===== config.mk =====
export PLATFORM = sky130hd
export DESIGN_NAME = uart_tx_buffered
export DESIGN_NICKNAME = d
export VERILOG_FILES = /design/src/rtl/uart_tx_buffered.sv
export SDC_FILE = /design/constraint.sdc
export NUM_CORES = 1
export LEC_CHECK = 0
export CORE_MARGIN = 1
export CORE_UTILIZATION = 60
export DETAILED_ROUTE_END_ITERATION = 16
export PLACE_DENSITY = 0.76
export SYNTH_ARGS = -nofsm -noshare
export SYNTH_HDL_FRONTEND = slang
export SYNTH_SLANG_ARGS = --single-unit

===== constraint.sdc =====
create_clock -name sysclk -period 3.6 [get_ports sysclk]
set_input_delay 0.9 -clock sysclk [delete_from_list [all_inputs] [get_ports sysclk]]
set_output_delay 0.9 -clock sysclk [all_outputs]
set_load 0.02 [all_outputs]

===== src/rtl/uart_tx_buffered.sv =====
// uart_tx_buffered: 8N1 UART transmitter with a DEPTH-entry byte FIFO in front.
// The FIFO count excludes the frame currently on the line, so the block holds
// DEPTH queued bytes plus one byte in flight.
module uart_tx_buffered #(
  parameter int unsigned CLK_FREQ = 100000000,
  parameter int unsigned BAUD     = 9600,
  parameter int unsigned DEPTH    = 8
) (
  input  logic                     sysclk,
  input  logic                     reset_n,
  input  logic [7:0]               TX_DATA,
  input  logic                     TX_VALID,
  output logic                     TX_READY,
  output logic                     UART_TX,
  output logic                     TX_BUSY,
  output logic [$clog2(DEPTH):0]   FIFO_COUNT
);

  localparam int unsigned DIV = CLK_FREQ / BAUD;
  localparam int unsigned AW  = $clog2(DEPTH);
  localparam int unsigned CW  = (DIV > 1) ? $clog2(DIV) : 1;

  localparam logic [CW-1:0] DIV_LAST = CW'(DIV - 1);
  localparam logic [AW:0]   DEPTH_C  = (AW + 1)'(DEPTH);

  typedef enum logic [1:0] {
    S_IDLE  = 2'd0,
    S_START = 2'd1,
    S_DATA  = 2'd2,
    S_STOP  = 2'd3
  } state_t;

  state_t          state_q, state_d;
  logic [CW-1:0]   baud_q, baud_d;
  logic [2:0]      bit_q, bit_d;
  logic [7:0]      shift_q, shift_d;
  logic            tx_q, tx_d;

  logic [AW-1:0]   wr_ptr_q, wr_ptr_d;
  logic [AW-1:0]   rd_ptr_q, rd_ptr_d;
  logic [AW:0]     count_q, count_d;
  logic [7:0]      mem_q [DEPTH];

  logic            push;
  logic            pop;
  logic            bit_end;
  logic            fifo_nonempty;

  assign TX_READY      = (count_q < DEPTH_C);
  assign FIFO_COUNT    = count_q;
  assign UART_TX       = tx_q;
  assign TX_BUSY       = (state_q != S_IDLE);

  assign push          = TX_VALID && TX_READY;
  assign bit_end       = (baud_q == DIV_LAST);
  assign fifo_nonempty = (count_q != '0);

  // FIFO storage: written on accepted enqueue; contents need no reset.
  always_ff @(posedge sysclk) begin
    if (push) begin
      mem_q[wr_ptr_q] <= TX_DATA;
    end
  end

  // FIFO pointer and occupancy bookkeeping; pointers wrap naturally at DEPTH.
  always_comb begin
    wr_ptr_d = wr_ptr_q;
    rd_ptr_d = rd_ptr_q;
    count_d  = count_q;
    if (push) begin
      wr_ptr_d = wr_ptr_q + 1'b1;
    end
    if (pop) begin
      rd_ptr_d = rd_ptr_q + 1'b1;
    end
    case ({push, pop})
      2'b10:   count_d = count_q + 1'b1;
      2'b01:   count_d = count_q - 1'b1;
      default: count_d = count_q;
    endcase
  end

  // Transmit FSM: sequences start/data/stop bits, popping the FIFO when a frame begins.
  always_comb begin
    state_d = state_q;
    baud_d  = baud_q + 1'b1;
    bit_d   = bit_q;
    shift_d = shift_q;
    pop     = 1'b0;

    case (state_q)
      S_IDLE: begin
        baud_d = '0;
        if (fifo_nonempty) begin
          pop     = 1'b1;
          shift_d = mem_q[rd_ptr_q];
          state_d = S_START;
        end
      end

      S_START: begin
        if (bit_end) begin
          baud_d  = '0;
          bit_d   = '0;
          state_d = S_DATA;
        end
      end

      S_DATA: begin
        if (bit_end) begin
          baud_d  = '0;
          shift_d = {1'b0, shift_q[7:1]};
          if (bit_q == 3'd7) begin
            state_d = S_STOP;
          end else begin
            bit_d = bit_q + 1'b1;
          end
        end
      end

      S_STOP: begin
        if (bit_end) begin
          baud_d = '0;
          if (fifo_nonempty) begin
            // Chain straight into the next start bit with no idle gap.
            pop     = 1'b1;
            shift_d = mem_q[rd_ptr_q];
            state_d = S_START;
          end else begin
            state_d = S_IDLE;
          end
        end
      end

      default: begin
        baud_d  = '0;
        state_d = S_IDLE;
      end
    endcase
  end

  // Line level is decoded from the next state so UART_TX is a flop aligned with the state change.
  always_comb begin
    tx_d = 1'b1;
    case (state_d)
      S_START: tx_d = 1'b0;
      S_DATA:  tx_d = shift_d[0];
      default: tx_d = 1'b1;
    endcase
  end

  // State, datapath and FIFO control registers with asynchronous reset.
  always_ff @(posedge sysclk or negedge reset_n) begin
    if (!reset_n) begin
      state_q  <= S_IDLE;
      baud_q   <= '0;
      bit_q    <= '0;
      shift_q  <= '0;
      tx_q     <= 1'b1;
      wr_ptr_q <= '0;
      rd_ptr_q <= '0;
      count_q  <= '0;
    end else begin
      state_q  <= state_d;
      baud_q   <= baud_d;
      bit_q    <= bit_d;
      shift_q  <= shift_d;
      tx_q     <= tx_d;
      wr_ptr_q <= wr_ptr_d;
      rd_ptr_q <= rd_ptr_d;
      count_q  <= count_d;
    end
  end

endmodule


# --- Yosys cells after proc, flatten, opt, wreduce, memory -nomap -nowiden ---
# Memories as Yosys holds them, arrays and structs flattened.
# Cells that the tools add are included.
totals:
  ff_bits: 38
  ramBits: 64
  inputBits: 11
  output_inout_bits: 7
  wordCells: 64
  memories: 1
classes:
  addsub: 6
  order_cmp: 1
  eq_ne: 13
  mux: 24
  reduce_logical: 10
memory_table:
  columns: ["name", "depth", "width", "rd", "rd_clocked_by_memory_dff", "write_ports", "line_no", "text"]
  rows:
  - ["mem_q", 8, 8, 1, 0, 1, "42", "logic [7:0] mem_q [DEPTH];"]
op_table:
  columns: ["cell", "count"]
  rows:
  - ["$pmux W14 S2", 1]
  - ["$mux W8", 3]
  - ["$pmux W8 S3", 1]
  - ["$add A14 B1 Y14 const B", 1]
  - ["$eq A14 B14 Y1 const B", 1]
  - ["$mux W14", 1]
  - ["$mux W2", 5]
  - ["$add A3 B1 Y3 const B", 3]
  - ["$mux W3", 3]
  - ["$eq A2 B2 Y1 const B", 4]
  - ["$ne A2 B2 Y1 const B", 4]
  - ["$pmux W2 S4", 1]
  - ["$pmux W4 S2", 1]
  - ["$eq A2 B1 Y1 const B", 3]
  - ["$pmux W3 S2", 1]
  - ["$reduce_bool A2 Y1", 3]
  - ["$mux W1", 5]
  - ["$add A4 B1 Y4 const B", 1]
  - ["$lt A4 B4 Y1 const B", 1]
  - ["$pmux W1 S2", 2]
  - ["$reduce_and A4 Y1", 1]
  - ["$reduce_bool A4 Y1", 1]
  - ["$sub A4 B1 Y4 const B", 1]
  - ["$eq A3 B3 Y1 const B", 1]
  - ["5 further kinds", 5]

# --- Logic depth before layout (Yosys ltp) ---
# Gate-level depths: netlist of run 1.
depth:
  depth_word: 6
  ltp_mapped: 14
  ltp_nobuf: 12

# --- Worst setup path before layout of run 1 ---
# Ideal clock, no wire load.
synth_timing:
  path_kind: "register to register"
  start: "reg baud_q[0]"
  end: "reg count_q[2] (netlist: FIFO_COUNT[2])"
  setup_time_ps: 132
  arrival_ps: 2631
  required_time_ps: 3468
  path_slack_ps: 837
  path_stages_with_launch: 15
  n_path_buf: 2
  period_less_slack_ps: 2763
  cell_sequence: "dfrtp_1 > ha_1 > and4_1 > and4_1 > buf_6 > a21oi_1 > nor3_2 > ha_1 > clkbuf_1 > xor2_1 > ha_1 > a21oi_1 > xor2_1 > nor2_1 > xor2_1"
synth_between:
  elab_chain_len: 5
synth_lines:
  columns: ["item", "line_no", "text"]
  rows:
  - ["from (decl)", "34", "logic [CW-1:0] baud_q, baud_d;"]
  - ["from (signal assigned)", "165", "baud_q <= baud_d;"]
  - ["$eq A14 B14 Y1 (*)", "55", "assign bit_end = (baud_q == DIV_LAST);"]
  - ["$mux W1 (*)", "122", "if (bit_end) begin"]
  - ["$pmux W1 S2 (*)", "91", "case (state_q)"]
  - ["net pop", "45", "logic pop;"]
  - ["$eq A2 B1 Y1 or $eq A2 B2 Y1 (tied branches)", "76", "case ({push, pop})"]
  - ["$pmux W4 S2 or $reduce_bool A2 Y1 (tied branches)", null, null]
  - ["to (signal assigned)", "171", "count_q <= count_d;"]
  - ["to (decl)", "41", "logic [AW:0] count_q, count_d;"]
# The timed path passes the listed nets; every way through them passes the cells marked *.
# A chain may end at the register's enable or synchronous reset.

# --- Worst setup path after layout of run 1 ---
# Same ends and word-level chain as after synthesis.

==> metrics.csv, run 1 <==
metric,value,unit
r2r setup slk,490,ps
fin nets,380,
Antenna Cells,0,
via count,2610,
worst hold slack,492,ps
Tmin final,3110,ps
io pins,18,
Max VDD drop,0.000446,V
warnings from Yosys,0,
"EDFF count, synth",64,
RSZ-0062 raised after global routing,false,
router iterations before antenna repair,4,
Skew-Pair Late Insertion Delay,360,ps
Worst-path clk slew,100,ps
Buf/Inv on CP,1,
pwr dens,502,nW/µm²
Syn Area/Cell,14.0,µm²
CORE AREA,7370,µm²
CP required,3840,ps
initial DRC count,65,
crit path DAT,3350,ps
htree depth,3,
Reg2Reg Depth,13,
largest stage delay on the critical path,530,ps
Least-Margin Pin Slew,844,ps
Crit Reg-Reg Endpoint,FIFO_COUNT[2]$_DFFE_PN0P_,
Die Y-Extent,89.8,µm
share of cells above drive strength 1,0.161,
Top delay family on crit path,simple AND/OR/NAND/NOR gates,
Vias/cell,5.69,
Unique masters post-synth,48,
pre-CTS WS,424,ps
DP HPWL,5.35,mm
largest net degree at the start of global routing,39,
gr usage total,0.211,
r2r startpoint,baud_q[0]$_DFF_PN0_,
CTS tree,built,
final count of negative-setup-slack endpoints,0,
Leak,1.89,nW
Routed Antenna Nets,0,
fin worst setup slack,488,ps
Num CTS Buffers,9,
Worst Hold Path EP,baud_q[0]$_DFF_PN0_,
gr ovfl total,0,
Routed Wire Length,7.96,mm
Max Cap Viol,0,
post-synth design cell area,4620,µm²
Post-CTS Setup Inserts,0,
CTS Buffer Depth,2,
status,finished clean,
critical-path cell list,ha_1 -> and4_1 -> and4_1 -> a21oi_1 -> nor3_2 -> buf_4 -> ha_1 -> xor2_1 -> ha_1 -> a21oi_1 -> xor2_1 -> nor2_1 -> xor2_1,
Resized cells post-CTS,0,
first-pass GRT wire length,13.0,mm
DR DRC count,0,
Synth Flop Type,edfxtp_1,
vias in the first global route,2657,
CP max stage cell,and4_1,
hold_sp,baud_q[0]$_DFF_PN0_,
register bit total from synthesis,102,
Final Max Tran Viols,0,
crit path max fanout,14,
max_slew headroom,0.437,
total die area,8060,µm²
root buffer cell,clkbuf_8,
Area Overhead vs Synth,10.3,%
Initial Util,0.627,
kind of critical path,flip-flop to flip-flop,
setup TNS,0,ps
WL/cell,17.3,µm
dpl cells,443,
CP Launch Type,flip-flop,
Synth Net Count,356,
sequential-to-total area share from yosys stat,0.622,
Die Wd,89.8,µm
RePlAce Congestion,0.756,
Fin. Hold Viols,0,
initial antenna violation count,0,
cts hold-fix bufs,0,
Mapped Cells,331,
Post-Layout Cell Count,459,
Critical Path Sink Type,flip-flop,
Tightest Hold Check Type,flip-flop to flip-flop,
site row count,31,
Fmax,321,MHz
PortBufs,17,
Post-synth ARST share,0.373,
skew final,13.1,ps
CTS sink cnt,102,
hold depth,1,
period utilization,0.864,
synthesized netlist by cell type, types with 2 or more instances:
library cell | count | area, µm²
a211oi_1 | 3 | 22.5
a21oi_1 | 11 | 55.1
a22o_1 | 5 | 43.8
a22oi_1 | 7 | 52.6
and4_1 | 2 | 17.5
buf_2 | 6 | 30.0
clkbuf_1 | 7 | 26.3
dfrtp_1 | 37 | 926
edfxtp_1 | 64 | 1920
ha_1 | 14 | 175
inv_1 | 7 | 26.3
mux2_2 | 4 | 45.0
mux2i_1 | 12 | 120
mux4_2 | 14 | 315
nand2_1 | 12 | 45.0
nand2b_1 | 3 | 18.8
nand3_1 | 7 | 35.0
nand4_1 | 5 | 31.3
nor2_1 | 39 | 146
nor2b_1 | 6 | 37.5
nor3_1 | 7 | 35.0
o21ai_0 | 13 | 65.1
o31ai_1 | 2 | 15.0
or2_2 | 2 | 12.5
or3_1 | 2 | 12.5
xnor2_1 | 6 | 52.6
xor2_1 | 13 | 114
stage by stage:
step,total power [mW],utilization,area [µm²]
finish,2.56,0.692,5100
global route,2.67,0.692,5100
CTS,2.59,0.692,5100
detailed placement,1.90,0.666,4910
global placement,1.88,0.666,4910
floorplan,1.71,-,4620
flip-flops by register name (all words and copies together), names as in the netlist:
| register | cells |
|---|---|
| mem_q | 64 |
| wr_ptr_q | 3 |
| state_q | 2 |
| rd_ptr_q | 3 |
| UART_TX | 1 |
| FIFO_COUNT | 4 |
| bit_q | 3 |
| shift_q | 8 |
| baud_q | 14 |
layer usage:
layer	routed length, µm	part of all wire	vias to the layer above	GRT usage
met4	39	0.0049	0	0.0546
met2	4150	0.52	37	0.379
li1	-	-	1273	-
met5	0	0	-	0
met3	240	0.030	4	0.0431
met1	3530	0.44	1296	0.262
worst max-delay path by stage:
stage               slack [ps]           startpoint  cells after the start                        end
global placement           510             TX_VALID                     10  FIFO_COUNT[2]$_DFFE_PN0P_
CTS                        510  baud_q[0]$_DFF_PN0_                     13  FIFO_COUNT[2]$_DFFE_PN0P_
finish                     490  baud_q[0]$_DFF_PN0_                     13  FIFO_COUNT[2]$_DFFE_PN0P_
floorplan                  840  baud_q[0]$_DFF_PN0_                     14  FIFO_COUNT[2]$_DFFE_PN0P_
global route               280  baud_q[0]$_DFF_PN0_                     13  FIFO_COUNT[2]$_DFFE_PN0P_
detailed placement         420             TX_VALID                     10  FIFO_COUNT[2]$_DFFE_PN0P_
logic make-up (layout without fill, tap and decap cells):
| logic type | after synthesis | count (layout) | share of synthesized area |
|---|---|---|---|
| flops | 102 | 102 | 0.622 |
| compound gates | 48 | 48 | 0.0696 |
| mux | 30 | 30 | 0.104 |
| xor+xnor | 19 | 19 | 0.0360 |
| simple gates | 95 | 95 | 0.106 |
| buf+inv | 23 | 52 | 0.0254 |
| fa+ha+maj | 14 | 14 | 0.0379 |
report_power, final:
part	total (mW)	internal (mW)	switching (mW)	leakage, nW
registers	1.46	1.37	0.0913	1.05
logic	0.414	0.190	0.224	0.740
clock network	0.687	0.270	0.417	0.0960
area by class of cell:
class                           count  area (µm²)
Sequential cell                   102        2870
Timing Repair Buffer               29         255
Clock buffer                        9         124
Fill cell                         543        2270
Multi-Input combinational cell    206        1630
Tap cell                           99         124
Clock inverter                      7        63.8
Inverter                            7        26.3
layout by cell type (no fill, tap or decap), drive strengths merged, types with 2 or more instances in the layout:
cell,n
a211oi,4
a21oi,12
a22o,5
a22oi,7
a31oi,2
and4,2
buf,13
clkbuf,9
clkdlybuf4s50,16
dfrtp,37
edfxtp,64
ha,14
inv,12
mux2,4
mux2i,12
mux4,14
nand2,12
nand2b,3
nand3,7
nand4,5
nor2,39
nor2b,6
nor3,8
o21ai,13
o31ai,2
or2,4
or3,3
xnor2,6
xor2,13
No activity file was read; power rests on OpenSTA's default activity.
==> run 2: changes to the inputs <==
Settings changed: ABC_AREA set to 1, CORE_UTILIZATION 60 to 61, PLACE_DENSITY 0.76 to 0.77.
==> run 2 against run 1 <==
Effect of this change:
- via count increased by 35%
- non-clock buffer count is 11 lower
- first-iteration DRC count rose to 4.8 times the previous value
- synthesized area grew 4.3%
- flip-flop and latch count unchanged
- total power shrank 0.60%
- die area grew 2.6%
- utilization down 0.61 points
- setup slack better by 9.7 ps
- worst hold slack worse by 25 ps
- largest cell class unchanged
- highest routed layer unchanged
==> metrics.csv, run 2 <==
metric,value,unit,change
Antenna Cells,0,,unchanged
Resized cells post-CTS,0,,unchanged
DP HPWL,7.04,mm,+32%
PortBufs,17,,unchanged
largest net degree at the start of global routing,39,,unchanged
Unique masters post-synth,38,,-21%
share of cells above drive strength 1,0.0811,,-0.0800
CP required,2700,ps,-1140 ps
initial DRC count,314,,+380%
via count,3514,,+35%
critical-path cell list,inv_1 -> ha_1 -> inv_1 -> clkdlybuf4s50_1,,
r2r setup slk,820,ps,+330 ps
Worst-path clk slew,100,ps,about the same
Num CTS Buffers,9,,unchanged
Skew-Pair Late Insertion Delay,370,ps,about the same
Buf/Inv on CP,3,,+2
vias in the first global route,3417,,+29%
Vias/cell,5.67,,-0.33%
Die Y-Extent,90.9,µm,+1.3%
number of flip-flops in the largest register,64,,unchanged
dpl cells,604,,+36%
router iterations before antenna repair,5,,+1
Commonest cells post-synth,"134 x nand2_1, 64 x edfxtp_1, 63 x nor2_1",,
total die area,8270,µm²,+2.6%
Mapped Cells,496,,+50%
top cell type's share of synthesized area,0.398,,-0.0173
htree depth,3,,unchanged
Least-Margin Pin Slew,934,ps,+89.5 ps
Reg2Reg Depth,13,,unchanged
Max Cap Viol,0,,unchanged
RSZ-0062 raised after global routing,false,,
CP startpoint,state_q[1]$_DFF_PN0_,,
max_slew headroom,0.377,,-0.0604
final non-filler cell area,5270,µm²,+3.4%
status,finished clean,,
Placed Area,5070,µm²,+3.2%
root buffer cell,clkbuf_8,,
pre-CTS WS,815,ps,+391 ps
post-synth design cell area,4820,µm²,+4.3%
"EDFF count, synth",64,,unchanged
Yosys top cell by area,edfxtp_1,,
CTS sink cnt,102,,unchanged
WL/cell,15.9,µm,-8.0%
pwr dens,483,nW/µm²,-3.9%
worst hold slack,467,ps,-24.7 ps
Syn Area/Cell,9.72,µm²,-30%
DR DRC count,0,,unchanged
io pins,18,,unchanged
most frequent cells in the layout,"134 x nand2_1, 64 x edfxtp_1, 63 x nor2_1",,
Die Wd,90.9,µm,+1.3%
crit path DAT,2200,ps,-1150 ps
first-pass GRT wire length,16.3,mm,+25%
fin worst setup slack,498,ps,+9.70 ps
warnings from Yosys,0,,unchanged
crit path max fanout,8,,-6
setup TNS,0,ps,unchanged
Synth Net Count,521,,+46%
Post-synth ARST share,0.373,,unchanged
Final Max Tran Viols,0,,unchanged
gr usage total,0.259,,+0.0480
CTS Buffer Depth,2,,unchanged
CP max stage cell,clkdlybuf4s50_1,,
fin nets,538,,+42%
Largest Register,mem_q,,
period utilization,0.862,,-0.00269
Routed Wire Length,9.89,mm,+24%
Tightest Hold Check Type,flip-flop to flip-flop,,
Routed Antenna Nets,0,,unchanged
Critical Path Sink Type,primary output,,
RePlAce Congestion,0.882,,+17%
Post-Layout Cell Count,620,,+35%
Initial Util,0.627,,about the same
register bit total from synthesis,102,,unchanged
kind of critical path,flip-flop to primary output,,
"most common cell after layout, fill and taps aside",nand2_1,,
hold depth,1,,unchanged
cts hold-fix bufs,0,,unchanged
Top Registers,"mem_q: 64 flops, baud_q: 14 flops, shift_q: 8 flops",,
Crit Reg-Reg Endpoint,FIFO_COUNT[2]$_DFFE_PN0P_,,
Area Overhead vs Synth,9.29,%,
r2r startpoint,FIFO_COUNT[1]$_DFFE_PN0P_,,
Max VDD drop,0.000352,V,-21%
synth top area cells,"edfxtp_1 40%, dfrtp_1 19%, nand2_1 10%",,
Top delay family on crit path,buffers and inverters,,
site row count,32,,+3.2%
largest stage delay on the critical path,580,ps,+50 ps
Post-CTS Setup Inserts,0,,unchanged
final count of negative-setup-slack endpoints,0,,unchanged
Worst Hold Path EP,baud_q[0]$_DFF_PN0_,,
initial antenna violation count,0,,unchanged
CORE AREA,7690,µm²,+4.3%
skew final,15.8,ps,+2.63 ps
Leak,2.22,nW,+18%
Fmax,322,MHz,+0.31%
CP Launch Type,flip-flop,,
hold_sp,baud_q[0]$_DFF_PN0_,,
sequential-to-total area share from yosys stat,0.596,,-0.0258
Tmin final,3100,ps,-9.70 ps
gr ovfl total,0,,unchanged
cell mode on critical path,inv_1,,
Synth Flop Type,edfxtp_1,,
Fin. Hold Viols,0,,unchanged
CTS tree,built,,
most frequent cell after synthesis,nand2_1,,
run 2: worst register-to-register path, delay by kind of cell (launching register included):
family	cells	cell delay, ps
AOI/OAI and AO/OA	2	270
xor gates and xnor gates	1	180
adders and majority gates	2	430
and+or+nand+nor	7	1240
DFF	1	450
buffers and inverters	1	100
run 2: logic make-up after synthesis:
logic type                 Yosys count  share of synthesized area
and+or+nand+nor                    268                      0.243
adders and majority gates           14                     0.0363
xor gates and xnor gates            10                     0.0182
buffers and inverters               46                     0.0384
muxes                                1                    0.00233
AOI/OAI and AO/OA                   55                     0.0661
DFF                                102                      0.596
run 2: worst max path at each step:
| stage | slack (ps) | cells past startpoint | end |
|---|---|---|---|
| after floorplan | 1280 | 12 | FIFO_COUNT[1]$_DFFE_PN0P_ |
| after global placement | 900 | 4 | mem_q[2][5]$_DFFE_PP_ |
| after detailed placement | 820 | 13 | FIFO_COUNT[2]$_DFFE_PN0P_ |
| after CTS | 490 | 4 | TX_BUSY |
| after global routing | 390 | 4 | TX_BUSY |
| final | 500 | 4 | TX_BUSY |
run 2: power breakdown:
group          internal, mW  switching (mW)  total (mW)
Clock                 0.335           0.405       0.740
Combinational         0.138           0.244       0.382
Sequential             1.36          0.0622        1.42
run 2: layout make-up:
| class | instances | area [µm²] |
|---|---|---|
| Sequential cell | 102 | 2870 |
| Fill cell | 624 | 2420 |
| Multi-Input combinational cell | 348 | 1760 |
| Timing Repair Buffer | 18 | 173 |
| Clock buffer | 10 | 128 |
| Inverter | 34 | 128 |
| Tap cell | 102 | 128 |
| Clock inverter | 6 | 77.6 |
run 2: stage by stage:
stage               utilization  total power, mW
floorplan                     -             1.66
global placement          0.659             1.81
detailed placement        0.659             1.83
CTS                       0.686             2.56
global route              0.686             2.65
finish                    0.686             2.54
run 2: metal layers:
layer	GRT usage	up-vias	share of wire
met5	0	-	0
met4	0.116	0	0.026
met3	0.0513	20	0.050
met2	0.431	118	0.51
met1	0.331	1680	0.42
li1	-	1696	-
